--- config.mk ---
export PLATFORM = sky130hd
export DESIGN_NAME = ctc_access_sched_flat
export DESIGN_NICKNAME = d
export VERILOG_FILES = /design/src/rtl/ctc_access_sched_if.sv /design/src/rtl/ctc_access_sched.sv /design/src/flat_wrapper.sv
export SDC_FILE = /design/constraint.sdc
export NUM_CORES = 1
export LEC_CHECK = 0
export BUFFER_PORTS_ARGS = -buffer_cell sky130_fd_sc_hd__buf_2
export CELL_PAD_IN_SITES_DETAIL_PLACEMENT = 1
export CELL_PAD_IN_SITES_GLOBAL_PLACEMENT = 1
export CORE_MARGIN = 2
export CORE_UTILIZATION = 29
export CTS_CLUSTER_SIZE = 28
export DETAILED_ROUTE_END_ITERATION = 12
export GPL_TIMING_DRIVEN = 0
export PLACE_DENSITY = 0.75
export SLEW_MARGIN = 10
export SYNTH_ARGS = -nofsm -noshare
export SYNTH_HDL_FRONTEND = slang
export SYNTH_SLANG_ARGS = --single-unit
--- constraint.sdc ---
create_clock -name clock -period 2.15 [get_ports clock]
set_clock_uncertainty 0.15 [all_clocks]
set_input_delay 0.215 -clock clock [delete_from_list [all_inputs] [get_ports clock]]
set_output_delay 0.215 -clock clock [all_outputs]
set_load 0.005 [all_outputs]
--- src/rtl/ctc_access_sched_if.sv ---
// ctc_access_sched_if
// Purpose: groups the requester command handshake and the CTC register bus
//          used by ctc_access_sched.
// Signals:
//   rq_valid[1:0] / rq_ready[1:0]      command valid / one-cycle accept per requester
//   rq0_chan, rq0_mode, rq0_init       requester-0 (CPU) command payload
//   rq1_chan, rq1_mode, rq1_init       requester-1 (system agent) command payload
//   ctc_rd_en, ctc_wr_en               CTC read / write strobes
//   ctc_addr, ctc_wdata, ctc_rdata     CTC address and data
// Modports: master = requesters + CTC model side, slave = scheduler side.
interface ctc_access_sched_if;
    logic [1:0]  rq_valid;
    logic [1:0]  rq_ready;
    logic        rq0_chan;
    logic [15:0] rq0_mode;
    logic [15:0] rq0_init;
    logic        rq1_chan;
    logic [15:0] rq1_mode;
    logic [15:0] rq1_init;
    logic        ctc_rd_en;
    logic        ctc_wr_en;
    logic [2:0]  ctc_addr;
    logic [15:0] ctc_wdata;
    logic [15:0] ctc_rdata;

    modport master (
        output rq_valid, rq0_chan, rq0_mode, rq0_init,
        output rq1_chan, rq1_mode, rq1_init, ctc_rdata,
        input  rq_ready, ctc_rd_en, ctc_wr_en, ctc_addr, ctc_wdata
    );

    modport slave (
        input  rq_valid, rq0_chan, rq0_mode, rq0_init,
        input  rq1_chan, rq1_mode, rq1_init, ctc_rdata,
        output rq_ready, ctc_rd_en, ctc_wr_en, ctc_addr, ctc_wdata
    );
endinterface

--- src/rtl/ctc_access_sched.sv ---
// ctc_access_sched
// Purpose: register-access scheduler for the two-channel CTC. Arbitrates
//          two requesters round-robin, issues mode then init writes for the
//          granted command, and on a CTC terminal pulse reads that channel's
//          status register, latches it and raises a sticky interrupt.
// Ports:
//   clock, reset          rising-edge clock, synchronous active-high reset
//   bus (slave)           requester handshake + CTC register bus
//   ctc_cout[1:0]         active-low terminal pulses per channel
//   irq[1:0], irq_clr     sticky per-channel interrupt, write-1-to-clear
//   stat_cap0/1           last status captured per channel
//   busy                  FSM not in IDLE
//
// state      | meaning
// -----------+-------------------------------------------------------------
// S_IDLE     | bus quiet; serve pending status reads first, else grant a command
// S_WR_MODE  | write mode word to the channel's mode register
// S_WR_INIT  | write initial value to the channel's init register
// S_STAT_RD  | read strobe on the channel's mode/status register
// S_STAT_CAP | capture read data, set the channel's interrupt
module ctc_access_sched #(
    parameter logic [2:0] MODE_ADDR0 = 3'b000,
    parameter logic [2:0] MODE_ADDR1 = 3'b010,
    parameter logic [2:0] INIT_ADDR0 = 3'b100,
    parameter logic [2:0] INIT_ADDR1 = 3'b110
) (
    input  logic                       clock,
    input  logic                       reset,
    ctc_access_sched_if.slave          bus,
    input  logic [1:0]                 ctc_cout,
    output logic [1:0]                 irq,
    input  logic [1:0]                 irq_clr,
    output logic [15:0]                stat_cap0,
    output logic [15:0]                stat_cap1,
    output logic                       busy
);

    typedef enum logic [2:0] {
        S_IDLE,
        S_WR_MODE,
        S_WR_INIT,
        S_STAT_RD,
        S_STAT_CAP
    } state_t;

    state_t      state;
    state_t      state_nxt;
    logic        rr_ptr;       // requester favoured when both are valid
    logic        cur_chan;
    logic [15:0] cur_mode;
    logic [15:0] cur_init;
    logic [1:0]  pend;
    logic        grant_en;
    logic        winner;
    logic [1:0]  chan_oh;
    logic [1:0]  pend_clr;
    logic [1:0]  irq_set;

    // Status reads take precedence, so a command is only granted with no pend.
    always_comb begin
        grant_en = 1'b0;
        winner   = 1'b0;
        chan_oh  = cur_chan ? 2'b10 : 2'b01;
        if (state == S_IDLE && pend == 2'b00 && !reset && bus.rq_valid != 2'b00) begin
            grant_en = 1'b1;
        end
        if (bus.rq_valid == 2'b11) begin
            winner = rr_ptr;
        end else begin
            winner = bus.rq_valid[1];
        end
        pend_clr = (state == S_STAT_RD)  ? chan_oh : 2'b00;
        irq_set  = (state == S_STAT_CAP) ? chan_oh : 2'b00;
    end

    always_ff @(posedge clock) begin
        if (reset) begin
            state <= S_IDLE;
        end else begin
            state <= state_nxt;
        end
    end

    always_comb begin
        state_nxt = state;
        case (state)
            S_IDLE: begin
                if (pend != 2'b00) begin
                    state_nxt = S_STAT_RD;
                end else if (grant_en) begin
                    state_nxt = S_WR_MODE;
                end
            end
            S_WR_MODE:  state_nxt = S_WR_INIT;
            S_WR_INIT:  state_nxt = S_IDLE;
            S_STAT_RD:  state_nxt = S_STAT_CAP;
            S_STAT_CAP: state_nxt = S_IDLE;
            default:    state_nxt = S_IDLE;
        endcase
    end

    always_comb begin
        bus.rq_ready  = 2'b00;
        bus.ctc_rd_en = 1'b0;
        bus.ctc_wr_en = 1'b0;
        bus.ctc_addr  = 3'b000;
        bus.ctc_wdata = 16'h0000;
        busy          = (state != S_IDLE);
        if (grant_en) begin
            bus.rq_ready = winner ? 2'b10 : 2'b01;
        end
        case (state)
            S_WR_MODE: begin
                bus.ctc_wr_en = 1'b1;
                bus.ctc_addr  = cur_chan ? MODE_ADDR1 : MODE_ADDR0;
                bus.ctc_wdata = cur_mode;
            end
            S_WR_INIT: begin
                bus.ctc_wr_en = 1'b1;
                bus.ctc_addr  = cur_chan ? INIT_ADDR1 : INIT_ADDR0;
                bus.ctc_wdata = cur_init;
            end
            S_STAT_RD: begin
                bus.ctc_rd_en = 1'b1;
                bus.ctc_addr  = cur_chan ? MODE_ADDR1 : MODE_ADDR0;
            end
            default: begin
            end
        endcase
    end

    always_ff @(posedge clock) begin
        if (reset) begin
            rr_ptr    <= 1'b0;
            cur_chan  <= 1'b0;
            cur_mode  <= 16'h0000;
            cur_init  <= 16'h0000;
            pend      <= 2'b00;
            irq       <= 2'b00;
            stat_cap0 <= 16'h0000;
            stat_cap1 <= 16'h0000;
        end else begin
            // A new pulse wins over the clear, so a pulse landing during its
            // own read schedules a second read.
            pend <= (pend & ~pend_clr) | ~ctc_cout;
            irq  <= (irq & ~irq_clr) | irq_set;
            if (state == S_IDLE) begin
                if (pend != 2'b00) begin
                    cur_chan <= !pend[0];
                end else if (grant_en) begin
                    cur_chan <= winner ? bus.rq1_chan : bus.rq0_chan;
                    cur_mode <= winner ? bus.rq1_mode : bus.rq0_mode;
                    cur_init <= winner ? bus.rq1_init : bus.rq0_init;
                    rr_ptr   <= !winner;
                end
            end
            if (state == S_STAT_CAP) begin
                if (cur_chan) begin
                    stat_cap1 <= bus.ctc_rdata;
                end else begin
                    stat_cap0 <= bus.ctc_rdata;
                end
            end
        end
    end

endmodule

--- src/flat_wrapper.sv ---
// flat-port wrapper written by rule: the top's interface ports become plain ports
module ctc_access_sched_flat 
#(
    parameter logic [2:0] MODE_ADDR0 = 3'b000,
    parameter logic [2:0] MODE_ADDR1 = 3'b010,
    parameter logic [2:0] INIT_ADDR0 = 3'b100,
    parameter logic [2:0] INIT_ADDR1 = 3'b110
)
  (clock, reset, ctc_cout, irq, irq_clr, stat_cap0, stat_cap1, busy, bus_rq_valid, bus_rq0_chan, bus_rq0_mode, bus_rq0_init, bus_rq1_chan, bus_rq1_mode, bus_rq1_init, bus_ctc_rdata, bus_rq_ready, bus_ctc_rd_en, bus_ctc_wr_en, bus_ctc_addr, bus_ctc_wdata);
  ctc_access_sched_if bus_i ();
  input  logic clock;
  input  logic reset;
  input  logic [1:0] ctc_cout;
  output logic [1:0] irq;
  input  logic [1:0] irq_clr;
  output logic [15:0] stat_cap0;
  output logic [15:0] stat_cap1;
  output logic busy;
  input wire logic [$bits(bus_i.rq_valid)-1:0] bus_rq_valid;
  input wire logic [$bits(bus_i.rq0_chan)-1:0] bus_rq0_chan;
  input wire logic [$bits(bus_i.rq0_mode)-1:0] bus_rq0_mode;
  input wire logic [$bits(bus_i.rq0_init)-1:0] bus_rq0_init;
  input wire logic [$bits(bus_i.rq1_chan)-1:0] bus_rq1_chan;
  input wire logic [$bits(bus_i.rq1_mode)-1:0] bus_rq1_mode;
  input wire logic [$bits(bus_i.rq1_init)-1:0] bus_rq1_init;
  input wire logic [$bits(bus_i.ctc_rdata)-1:0] bus_ctc_rdata;
  output wire logic [$bits(bus_i.rq_ready)-1:0] bus_rq_ready;
  output wire logic [$bits(bus_i.ctc_rd_en)-1:0] bus_ctc_rd_en;
  output wire logic [$bits(bus_i.ctc_wr_en)-1:0] bus_ctc_wr_en;
  output wire logic [$bits(bus_i.ctc_addr)-1:0] bus_ctc_addr;
  output wire logic [$bits(bus_i.ctc_wdata)-1:0] bus_ctc_wdata;
  assign bus_i.rq_valid = bus_rq_valid;
  assign bus_i.rq0_chan = bus_rq0_chan;
  assign bus_i.rq0_mode = bus_rq0_mode;
  assign bus_i.rq0_init = bus_rq0_init;
  assign bus_i.rq1_chan = bus_rq1_chan;
  assign bus_i.rq1_mode = bus_rq1_mode;
  assign bus_i.rq1_init = bus_rq1_init;
  assign bus_i.ctc_rdata = bus_ctc_rdata;
  assign bus_rq_ready = bus_i.rq_ready;
  assign bus_ctc_rd_en = bus_i.ctc_rd_en;
  assign bus_ctc_wr_en = bus_i.ctc_wr_en;
  assign bus_ctc_addr = bus_i.ctc_addr;
  assign bus_ctc_wdata = bus_i.ctc_wdata;
  ctc_access_sched #(.MODE_ADDR0(MODE_ADDR0), .MODE_ADDR1(MODE_ADDR1), .INIT_ADDR0(INIT_ADDR0), .INIT_ADDR1(INIT_ADDR1)) u_core (.clock(clock), .reset(reset), .bus(bus_i), .ctc_cout(ctc_cout), .irq(irq), .irq_clr(irq_clr), .stat_cap0(stat_cap0), .stat_cap1(stat_cap1), .busy(busy));
endmodule
==> summary.txt <==
Detailed routing
  – Total wire length: 12290 um
  – Vias: 3664
  – Avg WL per Cell: 16.34 um
  – Detailed Routing Iterations Pass 1: 4
  – DR iter-0 viols: 95
  – Via-to-Cell Ratio: 4.872
  – # DRC: 0
  – Antenna viol nets, final: 0

Synthesis
  – Register bit count reported by yosys: 73
  – Average size of a mapped cell: 8.096 um^2
  – Synth Cell Area: 3166 um^2
  – Synth cell types: 31
  – Syn_nets: 481
  – Post-synth top area cell: dfxtp_1
  – Yosys top cell area share: 0.4617
  – Synth top area cells: dfxtp_1 (46%), nand2_1 (12%), a211oi_1 (7.8%)
  – Sequential-to-total area share from yosys stat: 0.4617
  – Ys Warns: 0
  – Cells after synthesis: 391

Critical path
  – R2R Path End: u_core.cur_init[5]
  – Beginning of the worst register-to-register path: u_core.state[2]
  – Worst Path Max Fanout: 4
  – Largest stage delay, worst path: 0.53 ns
  – Worst Path Arrival: 2.02 ns
  – Kind of start point of the critical path: flop
  – WP data required: 1.78 ns
  – Worst setup EP type: primary output
  – CP most frequent cell: or4_4
  – WS Path Type: reg2out
  – Worst r2r path cells: 7
  – Crit-path cells: or4_4 -> or4_4 -> buf_12 -> nor2_2 -> buf_2
  – Setup slack, reg-to-reg: -0.11 ns
  – Worst path slowest cell: or4_4

Timing
  – Final Cycle Share: 1.108
  – Max-slew violations: 0
  – Worst slew margin: 0.5946
  – Setup ws final: -0.2323 ns
  – RSZ-0062 raised after global routing: yes
  – Min cycle time layout: 2.382 ns
  – Setup Viol. Count Final: 32
  – Final hold violation count: 0
  – TNS Setup: -2.019 ns
  – FMAX: 419.8 MHz
  – Worst slew pin tran: 0.6082 ns

Global route
  – First-pass GRT wire length: 18960 um
  – Vias in the first global route: 3770
  – Largest net degree at the start of global routing: 13
  – Global route overflow: 0
  – Initial antenna violation count: 0
  – Tot GR Track Use: 0.2106

Clock network
  – Num Clock Sinks: 73
  – Root Buffer: clkbuf_8
  – Clk_lat worst skew: 0.35 ns
  – Longest Clk Path Bufs: 2
  – Clk slew on worst S/H paths: 0.09 ns
  – H-tree depth: 3
  – TritonCTS Buffers: 9
  – CTS tree: done

Outcome
  – Failing checks: negative setup slack
  – Status: finished, violations left

Cells and area
  – Share of cells above drive strength 1: 0.3627
  – Most common cell after layout, fill and taps aside: buf_2
  – Area Overhead vs Synth: 58.02%
  – Post-layout net count: 698
  – Commonest cells after routing, fill and taps aside: buf_2 (146), nand2_1 (97), dfxtp_1 (70), dlygate4sd3_1 (53), a21oi_1 (40)
  – Fill cells: 1327
  – Diode count: 0

Floorplanning
  – Row count: 38
  – Starting Density: 0.2946
  – Die Span Y: 108.5 um
  – Die width: 108.5 um
  – Die ar.: 11770 um^2
  – Core Area: 10750 um^2
  – Num ports: 148

Run
  – Max_cap viols: 0

Power
  – Seq pwr share: 0.433
  – Net Sw Power: 900.2 uW
  – Switching Fraction: 0.2668
  – Pint: 2.474 mW
  – Power Dens Cells: 674.5 nW/um^2
  – Clock power frac: 0.383
  – Leakage: 2.174 nW
  – Gate power share: 0.184
  – Peak VDD IR: 0.0003013 V

Worst hold path
  – Hold path startpoint: bus_rq1_mode[3]
  – Hold Path Class: in2reg
  – Hold path depth: 3
  – WHS Endpoint: u_core.cur_mode[3]

Placed design
  – Routability cong.: 0.8454
  – DP Worst Slack: -0.6240 ns
  – Port buffer count: 146
  – Final HPWL DP: 8505 um
## what timing repair did
item                                   CTS  global route
hold buffers                            53             0
setup buffers                            7             1
endpoints found under the hold margin   69             0
setup endpoints to repair               50            61
pin swaps                                4             1
resized for setup                       25            12
## critical path: cells and delay by family, from the launching register on
family / cells / cell delay, ns
AND/OR/NAND/NOR: 3 / 1.07
flip-flops: 1 / 0.32
buffers and inverters: 2 / 0.27
## cell type report
cell class / instances / area, um^2 / share of cell area
multi-input cells: 283 / 1595 / 0.3189
flip-flops and latches: 73 / 1470 / 0.2939
repair buffers: 207 / 1325 / 0.2649
plain buffers: 31 / 193.9 / 0.03877
well taps: 140 / 175.2 / 0.03502
clock buffers: 9 / 123.9 / 0.02476
clock inverters: 6 / 107.6 / 0.02151
inverters: 3 / 11.26 / 0.002251
## cell families after synthesis
group           after synthesis  synth area share
compound gates              124            0.2779
flops                        73            0.4617
simple gates                158            0.2079
buf+inv                      35           0.05138
other cells                   1          0.001185
## how the worst max path moves through the flow
stage               slack (ns)  cells past startpoint             from                end
global route             -0.30                      5  u_core.state[2]    bus_rq_ready[0]
floorplan                 0.04                      5  u_core.state[1]    bus_rq_ready[0]
detailed placement       -0.62                      5  u_core.state[2]  bus_ctc_wdata[10]
CTS                      -0.31                      6  u_core.state[2]    bus_rq_ready[0]
global placement         -0.66                      5  u_core.state[2]  bus_ctc_wdata[10]
finish                   -0.23                      5  u_core.state[2]    bus_rq_ready[0]
## layer usage
metal  part of all wire  global-route usage  vias to the layer above
met4              0.011             0.05311                        0
met1               0.42              0.2472                     1741
met3              0.056             0.04521                       15
met2               0.51              0.3866                      128
met5                  0                   0                        -
li1                   -                   -                     1780
## power groups by stage
stage / sequential [mW] / clock [mW] / combinational (mW)
3_3_place_gp: 1.49 / 0 / 0.472
4_1_cts: 1.46 / 1.31 / 0.607
5_1_grt: 1.47 / 1.38 / 0.681
3_5_place_dp: 1.49 / 0 / 0.483
6_report: 1.46 / 1.29 / 0.621
2_1_floorplan: 1.48 / 0 / 0.272
## state kept, by name, summed over array words and instances, names as in the netlist
register,count
u_core.cur_init,16
u_core.cur_mode,16
u_core.stat_cap0,16
u_core.stat_cap1,16
u_core.state,3
u_core.irq,2
u_core.pend,2
u_core.cur_chan,1
u_core.rr_ptr,1
## cells in the mapped netlist, drive strengths merged
cell,number
nor4,2
a211oi,33
nand2b,3
nand2,97
dfxtp,73
nor2b,1
nor2,38
or2,1
nand3,2
nor3b,2
conb,1
clkbuf,22
a211o,1
nand3b,1
nor3,5
o21ai,3
a21oi,69
a311oi,1
o41ai,1
and2,1
buf,10
inv,3
and3,3
or4,2
a22o,16
## per-stage QoR
step | instance area (um^2) | utilization | hold WS (ns) | cells | power (mW)
CTS | 4972 | 0.4627 | 0.008866 | 752 | 3.379
global placement | 4071 | 0.3789 | 0.2440 | 677 | 1.959
global route | 5002 | 0.4655 | 0.02241 | 752 | 3.531
detailed placement | 4071 | 0.3789 | 0.2511 | 677 | 1.972
finish | 5002 | 0.4655 | 0.02186 | 752 | 3.374
floorplan | 3166 | - | 0.1569 | 391 | 1.749
Power figures use the tool's default switching activity.
